File: src/rtl/reg_file_lr.sv
// reg_file_lr: architectural register file (R0-R6 GPRs, R7 = PC, link register)
// for the multi-cycle datapath. Two combinational read ports, one write port.
// Optional macro LR_STACK_EN turns LR into a 4-entry circular return-address
// stack; with the macro undefined LR is a single register.
module reg_file_lr #(
   parameter int unsigned DATA_WIDTH = 8
) (
   input  logic                  CLK,
   input  logic                  RESET,
   input  logic                  RegWrite,
   input  logic                  PCWrite,
   input  logic                  LRWrite,
   input  logic                  WriteSelect,
   input  logic [2:0]            A1,
   input  logic [2:0]            A2,
   input  logic [2:0]            A3,
   input  logic [DATA_WIDTH-1:0] WD3,
   input  logic [DATA_WIDTH-1:0] PCIn,
   output logic [DATA_WIDTH-1:0] RD1,
   output logic [DATA_WIDTH-1:0] RD2,
   output logic [DATA_WIDTH-1:0] PC,
   output logic [DATA_WIDTH-1:0] LR
);

   localparam int unsigned NUM_GPR = 7;
   localparam logic [2:0]  PC_ADDR = 3'd7;

   logic [DATA_WIDTH-1:0] r_gpr [0:NUM_GPR-1];
   logic [DATA_WIDTH-1:0] r_pc;
   logic [DATA_WIDTH-1:0] w_lr_top;
   logic [DATA_WIDTH-1:0] w_pc_next;
   logic [DATA_WIDTH-1:0] w_rd1;
   logic [DATA_WIDTH-1:0] w_rd2;
   logic                  w_r7_write;
   logic                  w_pc_load;
   logic                  w_ret_sel;

   // WriteSelect only matters when PCWrite is also asserted
   assign w_r7_write = RegWrite && (A3 == PC_ADDR);
   assign w_pc_load  = PCWrite || w_r7_write;
   assign w_ret_sel  = PCWrite && WriteSelect;

   // PC source priority: LR/top-of-stack, then WD3 for an R7 write, then PCIn
   always_comb begin
      w_pc_next = PCIn;
      if (w_ret_sel)
         w_pc_next = w_lr_top;
      else if (w_r7_write)
         w_pc_next = WD3;
   end

   // Read ports: address 7 returns the PC as it stood before this edge
   always_comb begin
      w_rd1 = r_pc;
      w_rd2 = r_pc;
      for (int i = 0; i < NUM_GPR; i++) begin
         if (A1 == 3'(i)) w_rd1 = r_gpr[i];
         if (A2 == 3'(i)) w_rd2 = r_gpr[i];
      end
   end

   // General registers; R0 is ordinary storage
   always_ff @(posedge CLK or negedge RESET) begin
      if (!RESET) begin
         for (int i = 0; i < NUM_GPR; i++) r_gpr[i] <= '0;
      end else begin
         for (int i = 0; i < NUM_GPR; i++)
            if (RegWrite && (A3 == 3'(i))) r_gpr[i] <= WD3;
      end
   end

   // Program counter
   always_ff @(posedge CLK or negedge RESET) begin
      if (!RESET)
         r_pc <= '0;
      else if (w_pc_load)
         r_pc <= w_pc_next;
   end

`ifdef LR_STACK_EN
   logic [DATA_WIDTH-1:0] r_stk [0:3];
   logic [1:0]            r_top;
   logic [2:0]            r_cnt;

   assign w_lr_top = (r_cnt == 3'd0) ? '0 : r_stk[r_top];

   // Return-address stack: push old PC on LRWrite, pop on PC return;
   // push+pop swaps the top entry in place
   always_ff @(posedge CLK or negedge RESET) begin
      if (!RESET) begin
         for (int i = 0; i < 4; i++) r_stk[i] <= '0;
         r_top <= 2'd0;
         r_cnt <= 3'd0;
      end else if (LRWrite && w_ret_sel) begin
         r_stk[r_top] <= r_pc;
      end else if (LRWrite) begin
         r_stk[r_top + 2'd1] <= r_pc;
         r_top <= r_top + 2'd1;
         if (r_cnt != 3'd4) r_cnt <= r_cnt + 3'd1;
      end else if (w_ret_sel && (r_cnt != 3'd0)) begin
         r_top <= r_top - 2'd1;
         r_cnt <= r_cnt - 3'd1;
      end
   end
`else
   logic [DATA_WIDTH-1:0] r_lr;

   assign w_lr_top = r_lr;

   // Single link register captures the pre-edge PC
   always_ff @(posedge CLK or negedge RESET) begin
      if (!RESET)
         r_lr <= '0;
      else if (LRWrite)
         r_lr <= r_pc;
   end
`endif

   assign RD1 = w_rd1;
   assign RD2 = w_rd2;
   assign PC  = r_pc;
   assign LR  = w_lr_top;

endmodule

File: config.mk
export PLATFORM = sky130hd
export DESIGN_NAME = reg_file_lr
export DESIGN_NICKNAME = d
export VERILOG_FILES = /design/src/rtl/reg_file_lr.sv
export SDC_FILE = /design/constraint.sdc
export NUM_CORES = 1
export LEC_CHECK = 0
export BUFFER_PORTS_ARGS = -buffer_cell sky130_fd_sc_hd__buf_2
export CAP_MARGIN = 20
export CORE_ASPECT_RATIO = 1.4
export CORE_MARGIN = 1.5
export CORE_UTILIZATION = 62
export CTS_CLUSTER_SIZE = 16
export DETAILED_ROUTE_END_ITERATION = 6
export GPL_TIMING_DRIVEN = 0
export PLACE_DENSITY = 0.94
export SYNTH_ARGS = -nofsm -noshare
export SYNTH_HDL_FRONTEND = slang
export SYNTH_SLANG_ARGS = --single-unit
File: constraint.sdc
create_clock -name CLK -period 3.5 [get_ports CLK]
set_input_delay 0.7 -clock CLK [delete_from_list [all_inputs] [get_ports CLK]]
set_output_delay 0.7 -clock CLK [all_outputs]
set_load 0.01 [all_outputs]
[Word level (Yosys, flattened, before mapping)]
Cells that the tools add are included.
Operators by class
  add/sub/neg operators: 0
  $mul: 0
  divide/modulo/power cells: 0
  magnitude comparators: 0
  eq/ne operators: 19
  shift operators: 0
  muxes and demuxes: 16
  bitwise gates (word level): 0
  reductions and logical operators: 13
Operators by type and width (number)
  $mux W8: 16
  $eq A3 B3 Y1 const B: 10
  $eq A3 B2 Y1 const B: 6
  $eq A3 B1 Y1 const B: 3
  $logic_and A1 B1 Y1: 9
  $logic_not A3 Y1: 3
  $logic_or A1 B1 Y1: 1
Storage, ports and cells
  bits in registers: 72
  bits in latches: 0
  RAM bits: 0
  memory bits (read-only): 0
  input bits: 31
  output and inout bits: 32
  logic and storage cells: 57
  memories: 0

[Logic depth before layout (Yosys ltp)]
  depth after elaboration: 8
  mapped depth: 7
  depth with buffers taken out: 4

[Least setup slack after synthesis]
Ideal clock, no wire load.
  path kind: in2out
  start point: input port A1[1]
  end point: output port RD1[5]
  data arrival time: 1765 ps
  data required time: 2800 ps
  slack: 1035 ps
  stages on the path: 5
  path buffers: 1
  path through: buf_2 > or3b_2 > a21oi_1 > a221oi_1 > o21ai_0
Between the ends
  longest elaborated chain between the ends: 8
  elaborated cells between the ends (all ways): 14
  classes of those cells: eq/ne: 6; mux: 7; reduce/logical: 1
RTL lines
  start: declaration: RTL line 14  | input logic [2:0] A1,
  $logic_not A3 Y1: RTL line 57  | if (A1 == 3'(i)) w_rd1 = r_gpr[i];
  $mux W8 (6 in a row): RTL line 57
  $mux W8 (*): RTL line 57
  end: declaration: RTL line 19  | output logic [DATA_WIDTH-1:0] RD1,
Mark *: on every way between the ends. The rest lies on a longest branch, timed or not.

[Worst setup path in the final report]
  start point: input port A2[0]
  end point: output port RD2[4]
Between the ends
  longest elaborated chain between the ends: 8
  elaborated cells between the ends (all ways): 14
  classes of those cells: eq/ne: 6; mux: 7; reduce/logical: 1
RTL lines
  start: declaration: RTL line 15  | input logic [2:0] A2,
  $logic_not A3 Y1: RTL line 58  | if (A2 == 3'(i)) w_rd2 = r_gpr[i];
  $mux W8 (6 in a row): RTL line 58
  $mux W8 (*): RTL line 58
  end: declaration: RTL line 20  | output logic [DATA_WIDTH-1:0] RD2,
Marked as above.

==> metrics.csv <==
metric,value,unit
Yosys reg bits,72,
fraction of layout cells with a size suffix above 1,39.7,%
routed vias/inst,7.04,
worst relative slew slack,34.4,%
horizontal die dimension,72.8,um
data arrival time of the worst path,2.52,ns
design internal power,1.85,mW
sum of negative setup slack,0,ns
met1 wire length,4180,um
P&R area growth vs syn,14.8,%
Peak VDD IR,0.396,mV
leak pwr,2.08,nW
TritonCTS buffer count,9,
TritonCTS clock tree,yes,
path type of the worst min-delay path,input port to async pin,
CORE AREA,6610,sq um
number of antenna violations at the first check in global routing,0,
standard-cell rows,35,
total power of the final layout,2.68,mW
amount of wire on met2 after detailed routing,6170,um
Cell variety after synth,40,
sequential element share of the synthesized area,42.6,%
quantity of gates resized following cts,0,
Synth Instances,370,
# H-tree levels,3,
"Clk Latency, worst-skew pair",0.37,ns
synthesized-area fraction occupied by xor and xnor cells,0,%
commonest register cell after synthesis,sky130_fd_sc_hd__dfrtp_1,
cells along the critical path,buf_2 > buf_1 > buf_2 > buf_4 > o21ai_0 > nand2_1 > o21ai_0 > o22ai_1 > buf_2,
Synth Area per Inst,11.4,sq um
"commonest non-fill, non-tap cell in the layout",sky130_fd_sc_hd__dfrtp_1,
final-layout worst hold slack,0.458,ns
number of antenna repair diodes,0,
hold-fix buffers at CTS,0,
height of the chip,101,um
count of endpoints failing setup in the final report,0,
worst setup path category,input port to primary output,
critical path buffer and inverter count,5,
top layer reached by signal wires,met4,
total nets after synthesis,401,
share of the core filled with cells,73.4,%
post-synthesis simple-gate area fraction,10.2,%
setup repair bufs after CTS,0,
met3 wire length,1320,um
number of pins with negative max-slew slack in the final report,0,
share of the clock period used by the worst path after layout,92.0,%
Pwr Density,552,nW/um^2
RSZ-0062 raised after global routing,false,
clock share of power,30.8,%
detailed-router iteration count before antenna repair,6,
fraction of registers with async set/reset,100,%
half-perimeter wire length of the detailed placement result,8020,um
drt total wl,12500,um
summed instance area of the synthesized netlist,4230,sq um
Layout Cells excl Fill,530,
pin count of the biggest net entering global routing,73,
maximum fanout along the worst path,10,
"Min Clock Period, post-route",3.22,ns
wire length of the first global-routing pass,19600,um
number of vias in the routed layout,3730,
run status,"finished, final reports clean",
number of DRC markers after the initial detailed-route iteration,665,
Worst Tran Pin Value,0.979,ns
count of max-cap constraint violations,0,
fraction of synthesized area in multiplexers,28.5,%
total net switching power,0.828,mW
most frequent cell on the critical path,sky130_fd_sc_hd__buf_2,
YS warnings,0,
Worst setup SP type,input port,
most frequent cells in the layout,"sky130_fd_sc_hd__dfrtp_1 (72), sky130_fd_sc_hd__mux2_2 (71), sky130_fd_sc_hd__buf_2 (68)",
maximum clock path buffer count,2,
Critical Path End Type,primary output,
final weighted congestion in routability-driven placement,0.952,
data required time of the critical path,2.80,ns
antenna-violating nets left,0,
highest achievable clock rate,311,MHz
effective utilization at floorplan,64.0,%
largest delay contributor family on the critical path,buffers and inverters,
number of nets in the layout,465,
Crit-path slowest cell,sky130_fd_sc_hd__buf_1,
number of global-route vias before repair,3697,
Ports,63,
number of synthesized flops with an enable pin,0,
average wire per standard cell,23.5,um
Port Buffer Count,53,
Switching Share,30.9,%
clock transition at the registers of the reported paths,0.09,ns
power share of the sequential group,44.2,%
"number of placed instances, taps included",515,
compound-cell area share of the yosys netlist,14.9,%
"Hold Violations, Final",0,
worst clock skew,0.00969,ns
post-detailed-route DRC marker count,0,
total clock sinks,72,
largest stage delay on the critical path,0.40,ns
total die area,7330,sq um
global routing usage summed across all routing layers,36.7,%
Root Driver,sky130_fd_sc_hd__clkbuf_8,
main combinational cell family by area after synthesis,multiplexers,
fraction of power consumed by combinational cells,25.0,%
overflow left after global routing,0,
adder-cell area share of the yosys netlist,0,%
## registers in the layout, summed over array words and instances (netlist names)
name	count
LR	8
r_gpr	56
PC	8
## cell type report
type | instances | area [sq um]
buffer | 29 | 153
clock buffer | 10 | 138
clock inverter | 5 | 105
fill | 406 | 1760
inverter | 3 | 11.3
multi-input combinational | 266 | 2260
sequential | 72 | 1800
tap | 92 | 115
timing repair buffer | 53 | 268
## power by group through the flow
stage                     Sequential (mW)  Combinational, mW  Clock [mW]
after floorplan                      1.14              0.444           0
after global placement               1.16              0.620           0
after detailed placement             1.18              0.649           0
after CTS                            1.17              0.663       0.820
after global routing                 1.20              0.714       0.858
final                                1.18              0.671       0.824
## synth_stat cells (9+ instances only)
master | n | area, sq um
sky130_fd_sc_hd__mux2i_1 | 9 | 90.1
sky130_fd_sc_hd__mux2_2 | 71 | 800
sky130_fd_sc_hd__nand2_1 | 18 | 67.6
sky130_fd_sc_hd__a21oi_1 | 31 | 155
sky130_fd_sc_hd__mux4_1 | 12 | 315
sky130_fd_sc_hd__nor2_1 | 24 | 90.1
sky130_fd_sc_hd__dfrtp_1 | 72 | 1800
sky130_fd_sc_hd__buf_2 | 16 | 80.1
sky130_fd_sc_hd__or3b_2 | 9 | 78.8
sky130_fd_sc_hd__o21ai_0 | 34 | 170
## metal layers
metal | track usage [%] | up-vias
met3 | 8.00 | 106
met4 | 23.2 | 0
li1 | - | 1534
met2 | 59.6 | 333
met1 | 43.7 | 1757
met5 | 0 | -
## cell families (layout without fill, tap and decap cells)
| logic type | count (synthesis) | count (layout) |
|---|---|---|
| flip-flops | 72 | 72 |
| multiplexers | 92 | 92 |
| AND/OR/NAND/NOR | 73 | 73 |
| buffers and inverters | 32 | 100 |
| AO/OA/AOI/OAI | 101 | 101 |
## metrics by stage
| step | setup WS (ns) | area [sq um] |
|---|---|---|
| floorplan | 1.04 | 4230 |
| CTS | 0.378 | 4850 |
| detailed placement | 0.436 | 4610 |
| finish | 0.280 | 4850 |
| global route | 0.231 | 4850 |
| global placement | 0.483 | 4610 |
## worst paths after layout
path,slack [ns],endpoint,depth (start not counted),from
min,0.46,r_gpr[33]$_DFFE_PN0P_,1,RESET
min in group CLK,0.53,r_gpr[49]$_DFFE_PN0P_,1,r_gpr[49]$_DFFE_PN0P_
min reg2reg,0.53,r_gpr[49]$_DFFE_PN0P_,1,r_gpr[49]$_DFFE_PN0P_
max,0.28,RD2[4],9,A2[0]
max reg2reg,2.43,PC[6]$_DFFE_PN0P_,3,PC[6]$_DFFE_PN0P_
max in group asynchronous,2.45,r_gpr[21]$_DFFE_PN0P_,1,RESET
No activity file was read; power rests on OpenSTA's default activity.
